File: src/rtl/sif_recip_square_arb.sv
// Round-robin arbiter sharing one fp16 reciprocal-square core between NUM_REQ
// requesters. Operands are issued at most one per cycle. The requester ID of every
// in-flight operand is kept in an in-order tag FIFO, so each result is routed back
// to the requester that issued it.
module sif_recip_square_arb #(
  parameter int unsigned NUM_REQ = 4,
  parameter int unsigned DAT_W   = 16,
  parameter int unsigned MAX_OUT = 16
) (
  input  logic                       clk,
  input  logic                       rst,
  // requester side
  input  logic [NUM_REQ-1:0]         req_vld,
  input  logic [NUM_REQ*DAT_W-1:0]   req_dat,
  output logic [NUM_REQ-1:0]         req_rdy,
  output logic [NUM_REQ-1:0]         rsp_vld,
  output logic [DAT_W-1:0]           rsp_dat,
  input  logic [NUM_REQ-1:0]         rsp_rdy,
  // core side
  output logic                       core_A_vld,
  output logic [DAT_W-1:0]           core_A_dat,
  input  logic                       core_A_rdy,
  input  logic                       core_P_vld,
  input  logic [DAT_W-1:0]           core_P_dat,
  output logic                       core_P_rdy,
  // status
  output logic [$clog2(MAX_OUT):0]   outstanding,
  output logic                       orphan_err
);

  localparam int unsigned CntW = $clog2(MAX_OUT) + 1;
  localparam int unsigned PtrW = $clog2(MAX_OUT);
  localparam int unsigned TagW = $clog2(NUM_REQ);

  typedef enum logic [0:0] {StArb, StHold} state_e;

  state_e          state_q;
  logic [TagW-1:0] ptr_q;
  logic [TagW-1:0] hold_gnt_q;
  logic [CntW-1:0] cnt_q, cnt_d;
  logic [PtrW-1:0] wr_ptr_q, rd_ptr_q;
  logic [TagW-1:0] tag_mem_q [MAX_OUT];
  logic            orphan_q;

  logic            full, empty;
  logic            arb_hit;
  logic [TagW-1:0] arb_gnt;
  logic [TagW:0]   rr_sum;
  logic [TagW-1:0] rr_cand;
  logic [TagW-1:0] gnt;
  logic [TagW-1:0] gnt_next;
  logic [TagW-1:0] head;
  logic            issue, ret, orphan_set;

  // Occupancy flags come from the registered count only, so a return in the same
  // cycle cannot unblock an issue while full.
  always_comb begin
    full  = (cnt_q == CntW'(MAX_OUT));
    empty = (cnt_q == '0);
  end

  // Round-robin search: first valid requester at or above ptr_q, modulo NUM_REQ.
  always_comb begin
    arb_hit = 1'b0;
    arb_gnt = ptr_q;
    rr_sum  = '0;
    rr_cand = '0;
    for (int unsigned k = 0; k < NUM_REQ; k++) begin
      rr_sum = {1'b0, ptr_q} + (TagW + 1)'(k);
      if (rr_sum >= (TagW + 1)'(NUM_REQ)) begin
        rr_sum = rr_sum - (TagW + 1)'(NUM_REQ);
      end
      rr_cand = rr_sum[TagW-1:0];
      if (!arb_hit && req_vld[rr_cand]) begin
        arb_hit = 1'b1;
        arb_gnt = rr_cand;
      end
    end
  end

  // Issue path: a grant that stalls is frozen in HOLD so operand and valid stay stable.
  always_comb begin
    gnt        = (state_q == StHold) ? hold_gnt_q : arb_gnt;
    core_A_vld = 1'b0;
    if (!rst && !full) begin
      core_A_vld = (state_q == StHold) ? req_vld[hold_gnt_q] : arb_hit;
    end
    core_A_dat = req_dat[32'(gnt) * DAT_W +: DAT_W];
    req_rdy    = '0;
    if (core_A_vld) begin
      req_rdy[gnt] = core_A_rdy;
    end
    issue    = core_A_vld & core_A_rdy;
    gnt_next = (gnt == TagW'(NUM_REQ - 1)) ? '0 : gnt + TagW'(1);
  end

  // Return path: the FIFO head selects which requester sees the core result.
  // With no tag outstanding (or in reset) results are accepted and dropped.
  always_comb begin
    head    = tag_mem_q[rd_ptr_q];
    rsp_dat = core_P_dat;
    rsp_vld = '0;
    if (!rst && !empty) begin
      rsp_vld[head] = core_P_vld;
    end
    core_P_rdy = (rst || empty) ? 1'b1 : rsp_rdy[head];
    ret        = core_P_vld & core_P_rdy & ~empty & ~rst;
    orphan_set = core_P_vld & empty & ~rst;
  end

  // In-flight count: simultaneous issue and return cancel out.
  always_comb begin
    cnt_d = cnt_q;
    unique case ({issue, ret})
      2'b10:   cnt_d = cnt_q + CntW'(1);
      2'b01:   cnt_d = cnt_q - CntW'(1);
      default: cnt_d = cnt_q;
    endcase
  end

  // Arbiter FSM, round-robin pointer, FIFO pointers, count and sticky error.
  always_ff @(posedge clk) begin
    if (rst) begin
      state_q    <= StArb;
      ptr_q      <= '0;
      hold_gnt_q <= '0;
      cnt_q      <= '0;
      wr_ptr_q   <= '0;
      rd_ptr_q   <= '0;
      orphan_q   <= 1'b0;
    end else begin
      unique case (state_q)
        StArb: begin
          if (core_A_vld && !core_A_rdy) begin
            state_q    <= StHold;
            hold_gnt_q <= arb_gnt;
          end
        end
        StHold: begin
          // Leaving on a dropped valid keeps a misbehaving requester from wedging us.
          if (issue || !req_vld[hold_gnt_q]) begin
            state_q <= StArb;
          end
        end
        default: state_q <= StArb;
      endcase
      if (issue) begin
        ptr_q    <= gnt_next;
        wr_ptr_q <= wr_ptr_q + PtrW'(1);
      end
      if (ret) begin
        rd_ptr_q <= rd_ptr_q + PtrW'(1);
      end
      cnt_q <= cnt_d;
      if (orphan_set) begin
        orphan_q <= 1'b1;
      end
    end
  end

  // Tag storage needs no reset; only entries between the pointers are meaningful.
  always_ff @(posedge clk) begin
    if (issue) begin
      tag_mem_q[wr_ptr_q] <= gnt;
    end
  end

  assign outstanding = cnt_q;
  assign orphan_err  = orphan_q;

  a_cnt_bound: assert property (@(posedge clk) disable iff (rst) cnt_q <= CntW'(MAX_OUT));
  a_no_issue_full: assert property (@(posedge clk) disable iff (rst) !(issue && full));
  a_req_rdy_1h: assert property (@(posedge clk) disable iff (rst) $onehot0(req_rdy));
  a_rsp_vld_1h: assert property (@(posedge clk) disable iff (rst) $onehot0(rsp_vld));

endmodule

File: config.mk
export PLATFORM = sky130hd
export DESIGN_NAME = sif_recip_square_arb
export DESIGN_NICKNAME = d
export VERILOG_FILES = /design/src/rtl/sif_recip_square_arb.sv
export SDC_FILE = /design/constraint.sdc
export NUM_CORES = 1
export LEC_CHECK = 0
export BUFFER_PORTS_ARGS = -buffer_cell sky130_fd_sc_hd__buf_2
export CORE_MARGIN = 10
export CORE_UTILIZATION = 52
export DETAILED_ROUTE_END_ITERATION = 7
export GPL_ROUTABILITY_DRIVEN = 0
export HOLD_SLACK_MARGIN = 0.1
export PLACE_DENSITY = 0.85
export SLEW_MARGIN = 20
export SYNTH_ARGS = -nofsm -noshare
export SYNTH_HDL_FRONTEND = slang
export SYNTH_SLANG_ARGS = --single-unit
File: constraint.sdc
create_clock -name clk -period 11.9 [get_ports clk]
set_input_delay 0.595 -clock clk [delete_from_list [all_inputs] [get_ports clk]]
set_output_delay 0.595 -clock clk [all_outputs]
set_load 0.05 [all_outputs]
* Word level (Yosys, flattened, before mapping)
Memories as Yosys holds them, arrays and structs flattened. A register that Yosys moved wholly into a read port is not among the register bits.
Index checks and enable logic that the tools add are counted.
** Storage, ports and cells
- Register bits after elaboration :: 19
- Latch bits :: 0
- Memory bits (writable) :: 32
- Bits in read-only memories :: 0
- Input bits :: 92
- Output and inout bits :: 48
- Logic and storage cells :: 113
- Memories kept :: 1
** Operators by class
- Add/sub/neg operators :: 12
- $mul :: 0
- Divide/modulo/power cells :: 0
- Order comparisons :: 13
- Equality and inequality tests :: 4
- Shift-type cells :: 1
- Mux-type cells :: 43
- Bitwise logic cells :: 11
- Reduce and logical (&&, ||, !) cells :: 21
** Memories
- tag_mem_q :: words 16, bits a word 2, read ports 1, clocked after Yosys merged registers in 1, wr ports 1, RTL line 42 : logic [TagW-1:0] tag_mem_q [MAX_OUT];
** Operators with widths (number)
- variable part select 64 x 7 -> 16 bit :: 1
- < comparator 2 x 3 -> 1 bit, second input constant :: 7
- two-way mux 2 bit :: 10
- two-way mux 1 bit :: 19
- two-way mux 4 bit :: 4
- binary-select mux 1 bit (select 2 bit) :: 6
- case mux 5 bit (2 select lines) :: 1
- greater-or-equal comparator 3 bit, second input constant :: 3
- adder 4 x 1 -> 4 bit, second input constant :: 2
- bitwise AND 4 bit :: 2
- logical AND 1 bit :: 8
- zero test 1 bit :: 8
- subtractor 2 x 1 -> 2 bit, second input constant :: 4
- adder 2 x 2 -> 3 bit, second input constant :: 2
- bitwise AND 1 bit :: 6
- adder 5 x 1 -> 5 bit, second input constant :: 1
- equality test 5 bit, second input constant :: 1
- zero test 5 bit :: 1
- subtractor 5 x 1 -> 5 bit, second input constant :: 1
- demux 1 bit (select 2 bit) :: 2
- equality test 2 bit, second input constant :: 2
- greater-or-equal comparator 2 x 1 -> 1 bit, second input constant :: 2
- adder 2 x 1 -> 3 bit, second input constant :: 1
- greater-or-equal comparator 2 x 3 -> 1 bit, second input constant :: 1
- other kinds (7) :: 10

* Depth between registers and ports, before layout
Gate-level depths: netlist (run 1).
- Depth in word-level cells :: 21
- Mapped depth :: 14
- Mapped depth without buffers :: 12

* Least setup slack after synthesis (run 1)
Ideal clock, no wire load.
- Path type :: reg-to-reg
- Start point :: register (tool-made name)
- End point :: register cnt_q[4], in the netlist outstanding[4]
- Arrival :: 3.745 ns
- Data required time :: 11.766 ns
- Path slack :: 8.020 ns
- Stages on the path, launching flop included :: 13
- Path buffers :: 1
- Period minus slack after synthesis :: 3.880 ns
- Cell sequence :: dfxtp_1 -> buf_2 -> mux4_2 -> mux4_2 -> inv_1 -> mux2_2 -> nor2_1 -> ha_1 -> ha_1 -> inv_1 -> or4_4 -> o221a_1 -> or4_1
** RTL lines
- end signal, assigned :: RTL line 154 : cnt_q <= cnt_d;
- end, declared :: RTL line 40 : logic [CntW-1:0] cnt_q, cnt_d;

==> results of run 1 <==
## worst reg2reg max path, cell delays in order (launching register included)
cell and delay [ns]:
dfxtp_1 0.51, mux4_2 0.55, mux4_2 0.50, inv_1 0.15, mux2_2 0.42, nor2_1 0.11, ha_1 0.44, ha_1 0.24
inv_1 0.06, or4_4 0.53, o221a_1 0.24, or4_1 0.50
## synth_stat cells, types with 2 or more instances
library cell | count | area, sq um
nand2_1 | 57 | 214
edfxtp_1 | 32 | 961
nor2_1 | 32 | 120
dfxtp_1 | 23 | 460
a31oi_1 | 18 | 113
buf_4 | 18 | 135
a211oi_1 | 17 | 128
nor3_1 | 14 | 70.1
and2_1 | 13 | 81.3
clkbuf_1 | 13 | 48.8
ha_1 | 12 | 150
a21oi_1 | 11 | 55.1
inv_1 | 11 | 41.3
mux2i_1 | 11 | 110
mux4_2 | 9 | 203
and3_1 | 8 | 50.1
nand3_1 | 6 | 30.0
and2_0 | 5 | 31.3
xor2_1 | 5 | 43.8
mux2_2 | 4 | 45.0
o21a_1 | 4 | 30.0
buf_1 | 3 | 11.3
nor2b_1 | 3 | 18.8
a21boi_0 | 2 | 15.0
clkbuf_2 | 2 | 10.0
nand2b_1 | 2 | 12.5
nand4_1 | 2 | 12.5
nor4_1 | 2 | 12.5
o211ai_1 | 2 | 15.0
o21ai_0 | 2 | 10.0
or4_1 | 2 | 15.0
or4_4 | 2 | 22.5
## final cells by class
cell class	count	area, sq um	share of cell area
timing repair buffer	108	563	0.142
clock inverter	3	28.8	0.00723
clock buffer	5	68.8	0.0173
tap	77	96.3	0.0242
inverter	12	45.0	0.0113
sequential	55	1420	0.357
multi-input combinational	261	1750	0.441
## layer usage
layer | vias up | GRT usage | share of wire
li1 | 1462 | - | -
met1 | 1396 | 0.204 | 0.39
met2 | 150 | 0.297 | 0.49
met3 | 12 | 0.0626 | 0.096
met4 | 0 | 0.0600 | 0.020
met5 | - | 0 | 0
## state kept, by name (all words and copies together), names as in the netlist, named ones only
signal	count
outstanding	5
state_q	1
orphan_err	1
hold_gnt_q	2
tag_mem_q	32
rd_ptr_q	4
wr_ptr_q	4
ptr_q	2
## where the power goes
part	leakage, nW	switching (W)	total, W	internal [W]
sequential	0.480	0.00000960	0.000222	0.000212
combinational	1.13	0.000154	0.000216	0.0000629
clock	0.0502	0.0000648	0.000109	0.0000437
## path summary, 6_finish.rpt
path	startpoint	endpoint
max	flop	outstanding[4]
min	orphan_err	orphan_err
max reg2reg	flop	outstanding[4]
min reg2reg	orphan_err	orphan_err
## kinds of logic (layout without fill, tap and decap cells)
group | Yosys count | after routing | synth area share
adder cells (fa/ha/maj) | 12 | 12 | 0.0438
multiplexers | 24 | 24 | 0.104
buffers and inverters | 50 | 128 | 0.0777
AND/OR/NAND/NOR | 154 | 154 | 0.215
XOR/XNOR | 6 | 6 | 0.0153
AO/OA/AOI/OAI | 65 | 65 | 0.129
flip-flops | 55 | 55 | 0.414
## through the flow
step | cell area, sq um | setup slack [ns] | power [W] | hold WS (ns)
after floorplan | 3430 | 8.02 | 0.000400 | 0.449
after global placement | 3850 | 7.64 | 0.000434 | 0.443
after detailed placement | 3850 | 7.53 | 0.000438 | 0.468
after CTS | 3950 | 7.52 | 0.000545 | 0.493
after global routing | 3980 | 7.25 | 0.000575 | 0.525
final | 3980 | 7.53 | 0.000547 | 0.484
==> key figures, run 1 <==
Status
  • Outcome: finished clean

Layout
  • Fraction of layout cells with a size suffix above 1: 0.304
  • N_diodes: 0
  • Final #Nets: 547
  • Layout fillers: between 500 and 600
  • Most frequent cells in the layout: buf_2 (107), nand2_1 (57), nor2_1 (32), edfxtp_1 (32), dfxtp_1 (23)
  • Post-route insts no fill: roughly 520
  • Commonest non-fill, non-tap cell in the layout: buf_2
  • Area Overhead vs Synth: 15.9%
  • Final Core Density: 0.623

Timing
  • Fin. Hold Viols: 0
  • Measured slew at the worst slew-check pin: just over 0.9 ns
  • Max Fclk: roughly 230 MHz
  • RSZ-0062 raised after global routing: false
  • Period utilization: 0.367
  • Setup_tns: 0 ns
  • Setup Viol. Count Final: 0
  • Rel. slew slack: 0.377
  • Clk_skew: around 0.0096 ns
  • Crit path time final: 4.37 ns
  • Max-slew violations: 0

Die
  • Overall die height: 101 um
  • Die footprint: roughly 0.01 sq mm
  • Initial Util: 0.537
  • Std-Cell Rows: 29
  • Core box area: roughly 0.0064 sq mm
  • Die Wd: 101 um
  • Ports: 140

Drt
  • Via total after detailed routing: slightly above 3000
  • 1st-pass router iterations: 5
  • Drc violations: 0
  • DR iter-0 viols: slightly below 200
  • Drt wl/cell: ~17 um
  • Detailed Route WL: about 9000 um
  • Vias/cell: between 5 and 6
  • Post-route antenna net violation count: 0

Critical path
  • CP arrival: approximately 4.6 ns
  • CP endpoint kind: flop
  • Startpoint Class: flop
  • WP buf/inv: 2
  • Data required time of the worst path: between 10 and 15 ns
  • Reg2reg path depth: 11
  • Critical path peak fanout: 14
  • CP Class: flop to flop
  • Critical path, cell by cell: mux4_2 -> mux4_2 -> inv_1 -> mux2_2 -> nor2_1 -> ha_1 -> ha_1 -> inv_1 -> or4_4 -> o221a_1 -> or4_1
  • CP Depth: 11
  • Crit path max-delay cell type: mux4_2
  • Delay-heaviest family, CP: multiplexers
  • Flop2flop setup slack: between 7 and 8 ns
  • Worst path max stage delay: 0.55 ns

Logic synthesis
  • Share of synthesized registers carrying an async set or reset: 0
  • Cells after Synth: 366
  • Synth warn: 0
  • Primary FF master, synth: edfxtp_1
  • Post-Syn Nets: 470
  • Yosys reg bits: 55
  • Seq/Total Area, Yosys: 0.414
  • Number of flops mapped to enable cells by yosys: 32
  • Count of different cell masters after synthesis: about 50
  • Syn avg cell area: 9.37 sq um
  • Post-Syn Area: about 0.0034 sq mm

Clock tree
  • Setup Fix Bufs, Post-CTS: 0
  • Total CTS buffers: 5
  • H-tree Lvls: 2
  • Post_cts resized: 0
  • CTS sink count: 55
  • Root Driver: clkbuf_8
  • CTS Hold Bufs: 0
  • Clk buf depth: 2
  • Clock latency at the later pin of the worst-skew pair: about 0.31 ns
  • TritonCTS clock tree: done
  • Reg clk slew, reported paths: ~0.11 ns

Global routing
  • Largest net degree at the start of global routing: 53
  • Total gr overflow: 0
  • Global-route wire length before repair: about 15000 um
  • Total GRT Usage: 0.177
  • Vias in the first global route: just over 3000
  • Initial antenna violation count: 0

Placement
  • Port buffer count: roughly 110
  • Final HPWL DP: a little over 7000 um
  • Placed insts: 512

Power
  • Leakage power: 1.66 nW
  • Power Density: 137 mW/mm^2
  • Peak supply drop: roughly 0.070 mV

Run
  • Max-cap violations: 0

Min path
  • Worst hold path class: flop to flop
  • Hold Path Stages: 2
Power figures use the tool's default switching activity.
==> run 2, diff against run 1 <==
--- a/config.mk
+++ b/config.mk
@@ -5,13 +5,14 @@
 export SDC_FILE = /design/constraint.sdc
 export NUM_CORES = 1
 export LEC_CHECK = 0
+export ABC_AREA = 1
 export BUFFER_PORTS_ARGS = -buffer_cell sky130_fd_sc_hd__buf_2
 export CORE_MARGIN = 10
-export CORE_UTILIZATION = 52
+export CORE_UTILIZATION = 45
 export DETAILED_ROUTE_END_ITERATION = 7
 export GPL_ROUTABILITY_DRIVEN = 0
 export HOLD_SLACK_MARGIN = 0.1
-export PLACE_DENSITY = 0.85
+export PLACE_DENSITY = 0.77
 export SLEW_MARGIN = 20
 export SYNTH_ARGS = -nofsm -noshare
 export SYNTH_HDL_FRONTEND = slang
==> constraint.sdc (replaced) <==
create_clock -name clk -period 3.6 [get_ports clk]
set_input_delay 0.18 -clock clk [delete_from_list [all_inputs] [get_ports clk]]
set_output_delay 0.18 -clock clk [all_outputs]
set_load 0.05 [all_outputs]
==> key figures, run 2 <==
Power
  • Comb power frac: 0.587
  • Sw frac: 0.519
  • Peak supply drop: between 0.6 and 0.7 mV
  • Power Internal: ~0.0013 W
  • Leakage power: 1.95 nW
  • Clk pwr share: 0.121
  • Sequential power share: 0.292
  • Total Power: between 0.002 and 0.003 W
  • Power Density: roughly 650 mW/mm^2
  • Psw: 0.00141 W

Critical path
  • CP Class: flop to primary output
  • Startpoint Class: flop
  • CP arrival: 3.06 ns
  • CP endpoint kind: primary output
  • Critical path peak fanout: 18
  • Data required time of the worst path: 3.42 ns

Layout
  • Most frequent cells in the layout: buf_2 (107), nand2_1 (86), nor2_1 (62)
  • Biggest register: tag_mem_q
  • Area Overhead vs Synth: 15.1%
  • Max reg flops: 32
  • N_diodes: 0
  • Commonest non-fill, non-tap cell in the layout: buf_2
  • Reg area: 0.00142 sq mm
  • Final Core Density: 0.537
  • Fraction of layout cells with a size suffix above 1: 0.290
  • Area of the multi-input gates: 0.00176 sq mm
  • Layout fillers: a little over 700
  • Final #Nets: 659

Global routing
  • Global-route wire length before repair: around 16000 um
  • Vias in the first global route: about 3500
  • Total gr overflow: 0
  • Initial antenna violation count: 0
  • Largest net degree at the start of global routing: 36
  • Total GRT Usage: 0.159

Drt
  • 1st-pass router iterations: 5
  • Drt wl/cell: roughly 15 um
  • Detailed Route WL: roughly 9600 um
  • DR iter-0 viols: 160
  • Via total after detailed routing: approximately 3400
  • Drc violations: 0
  • Vias/cell: slightly above 5
  • Post-route antenna net violation count: 0

Clock tree
  • CTS sink count: 55
  • H-tree Lvls: 2
  • Clk buf depth: 2
  • Total CTS buffers: 5
  • Reg clk slew, reported paths: 0.09 ns
  • Setup Fix Bufs, Post-CTS: 0
  • TritonCTS clock tree: done
  • Clock latency at the later pin of the worst-skew pair: roughly 0.30 ns
  • CTS Hold Bufs: 0
  • Root Driver: clkbuf_8

Die
  • Die Wd: approximately 110 um
  • Core box area: about 0.0078 sq mm
  • Initial Util: 0.466
  • Ports: 140
  • Std-Cell Rows: 32
  • Die footprint: 0.0121 sq mm
  • Overall die height: 110 um

Timing
  • Max Fclk: between 300 and 400 MHz
  • RSZ-0062 raised after global routing: false
  • Clk_skew: between 0.004 and 0.005 ns
  • Max-slew violations: 0
  • Fin. Hold Viols: 0
  • Measured slew at the worst slew-check pin: 0.610 ns
  • Setup Viol. Count Final: 0
  • Crit path time final: roughly 3.2 ns
  • Rel. slew slack: 0.594
  • Period utilization: 0.901
  • Setup_tns: 0 ns

Placement
  • Final HPWL DP: slightly below 8000 um
  • Port buffer count: between 100 and 150

Logic synthesis
  • Cells after Synth: about 470
  • Syn avg cell area: between 7 and 8 sq um
  • Share of synthesized registers carrying an async set or reset: 0
  • Area leader, netlist: edfxtp_1
  • Top-count cell post-synth: nand2_1
  • Yosys top cell area share: 0.264
  • Top cells by area, synth: edfxtp_1 (26%), dfxtp_1 (13%), nand2_1 (8.9%)
  • Yosys reg bits: 55
  • Commonest cells in the netlist: nand2_1 (86), nor2_1 (62), inv_1 (54)
  • Post-Syn Area: ~0.0036 sq mm
  • Count of different cell masters after synthesis: 34
  • Seq/Total Area, Yosys: 0.391
  • Number of flops mapped to enable cells by yosys: 32
  • Primary FF master, synth: edfxtp_1
  • Post-Syn Nets: about 570
  • Synth warn: 0

Status
  • Outcome: finished clean

Run
  • Max-cap violations: 0

Min path
  • Worst hold path class: input pin to flop
-- run 2: worst max-delay path, stage by stage (launching register included) --
cell      delay [ns]
dfxtp_2         0.47
xor2_1          0.29
inv_1           0.14
o21ai_1         0.17
nand3b_4        0.18
o21ai_2         0.06
xnor2_1         0.12
inv_1           0.09
nand2_2         0.09
o21ai_4         0.23
buf_4           0.32
o21ai_1         0.11
o22ai_2         0.19
buf_2           0.30
-- run 2: final cells by class --
cell class                 instances  area share
sequential                        55       0.340
inverter                          61      0.0565
clock inverter                     3     0.00448
clock buffer                       5      0.0164
multi-input combinational        322       0.419
tap                              102      0.0305
timing repair buffer             110       0.133
-- run 2: power by group through the flow --
stage	combinational (W)	clock, W	sequential [W]
floorplan	0.00129	0	0.000839
global placement	0.00156	0	0.000806
detailed placement	0.00158	0	0.000808
CTS	0.00159	0.000341	0.000794
global route	0.00174	0.000365	0.000802
finish	0.00160	0.000330	0.000795
-- run 2: path summary, 6_finish.rpt --
path                    from             end  slack [ns]  depth (start not counted)
setup / recovery    ptr_q[0]   core_A_dat[6]        0.36                         13
hold / removal    core_P_vld      orphan_err        0.12                          3
setup reg to reg        flop  outstanding[4]        0.58                         23
hold reg to reg   orphan_err      orphan_err        0.48                          2
-- run 2: layer usage --
layer,routed length (um),share of wire,vias to the layer above,GRT usage
li1,-,-,1709,-
met1,3640,0.38,1478,0.162
met2,4640,0.48,157,0.279
met3,1140,0.12,15,0.0720
met4,202,0.021,0,0.0586
met5,0,0,-,0
-- run 2: what timing repair did --
item,4_1_cts,5_1_grt
resized for setup,0,2
hold endpoints to repair,0,0
setup endpoints to repair,0,19
-- run 2: cell families after synthesis --
group | Yosys count | synth area share
compound gates | 98 | 0.177
xor+xnor | 8 | 0.0193
fa+ha+maj | 12 | 0.0413
buf+inv | 92 | 0.132
flops | 55 | 0.391
simple gates | 202 | 0.240
-- run 2: metrics by stage --
step,hold slack [ns],area [sq um],instances,worst slack (ns)
after floorplan,0.249,3640,467,0.740
after global placement,0.360,4080,648,0.521
after detailed placement,0.360,4080,648,0.458
after CTS,0.112,4170,656,0.0833
after global routing,0.110,4190,658,0.116
final,0.120,4190,658,0.355
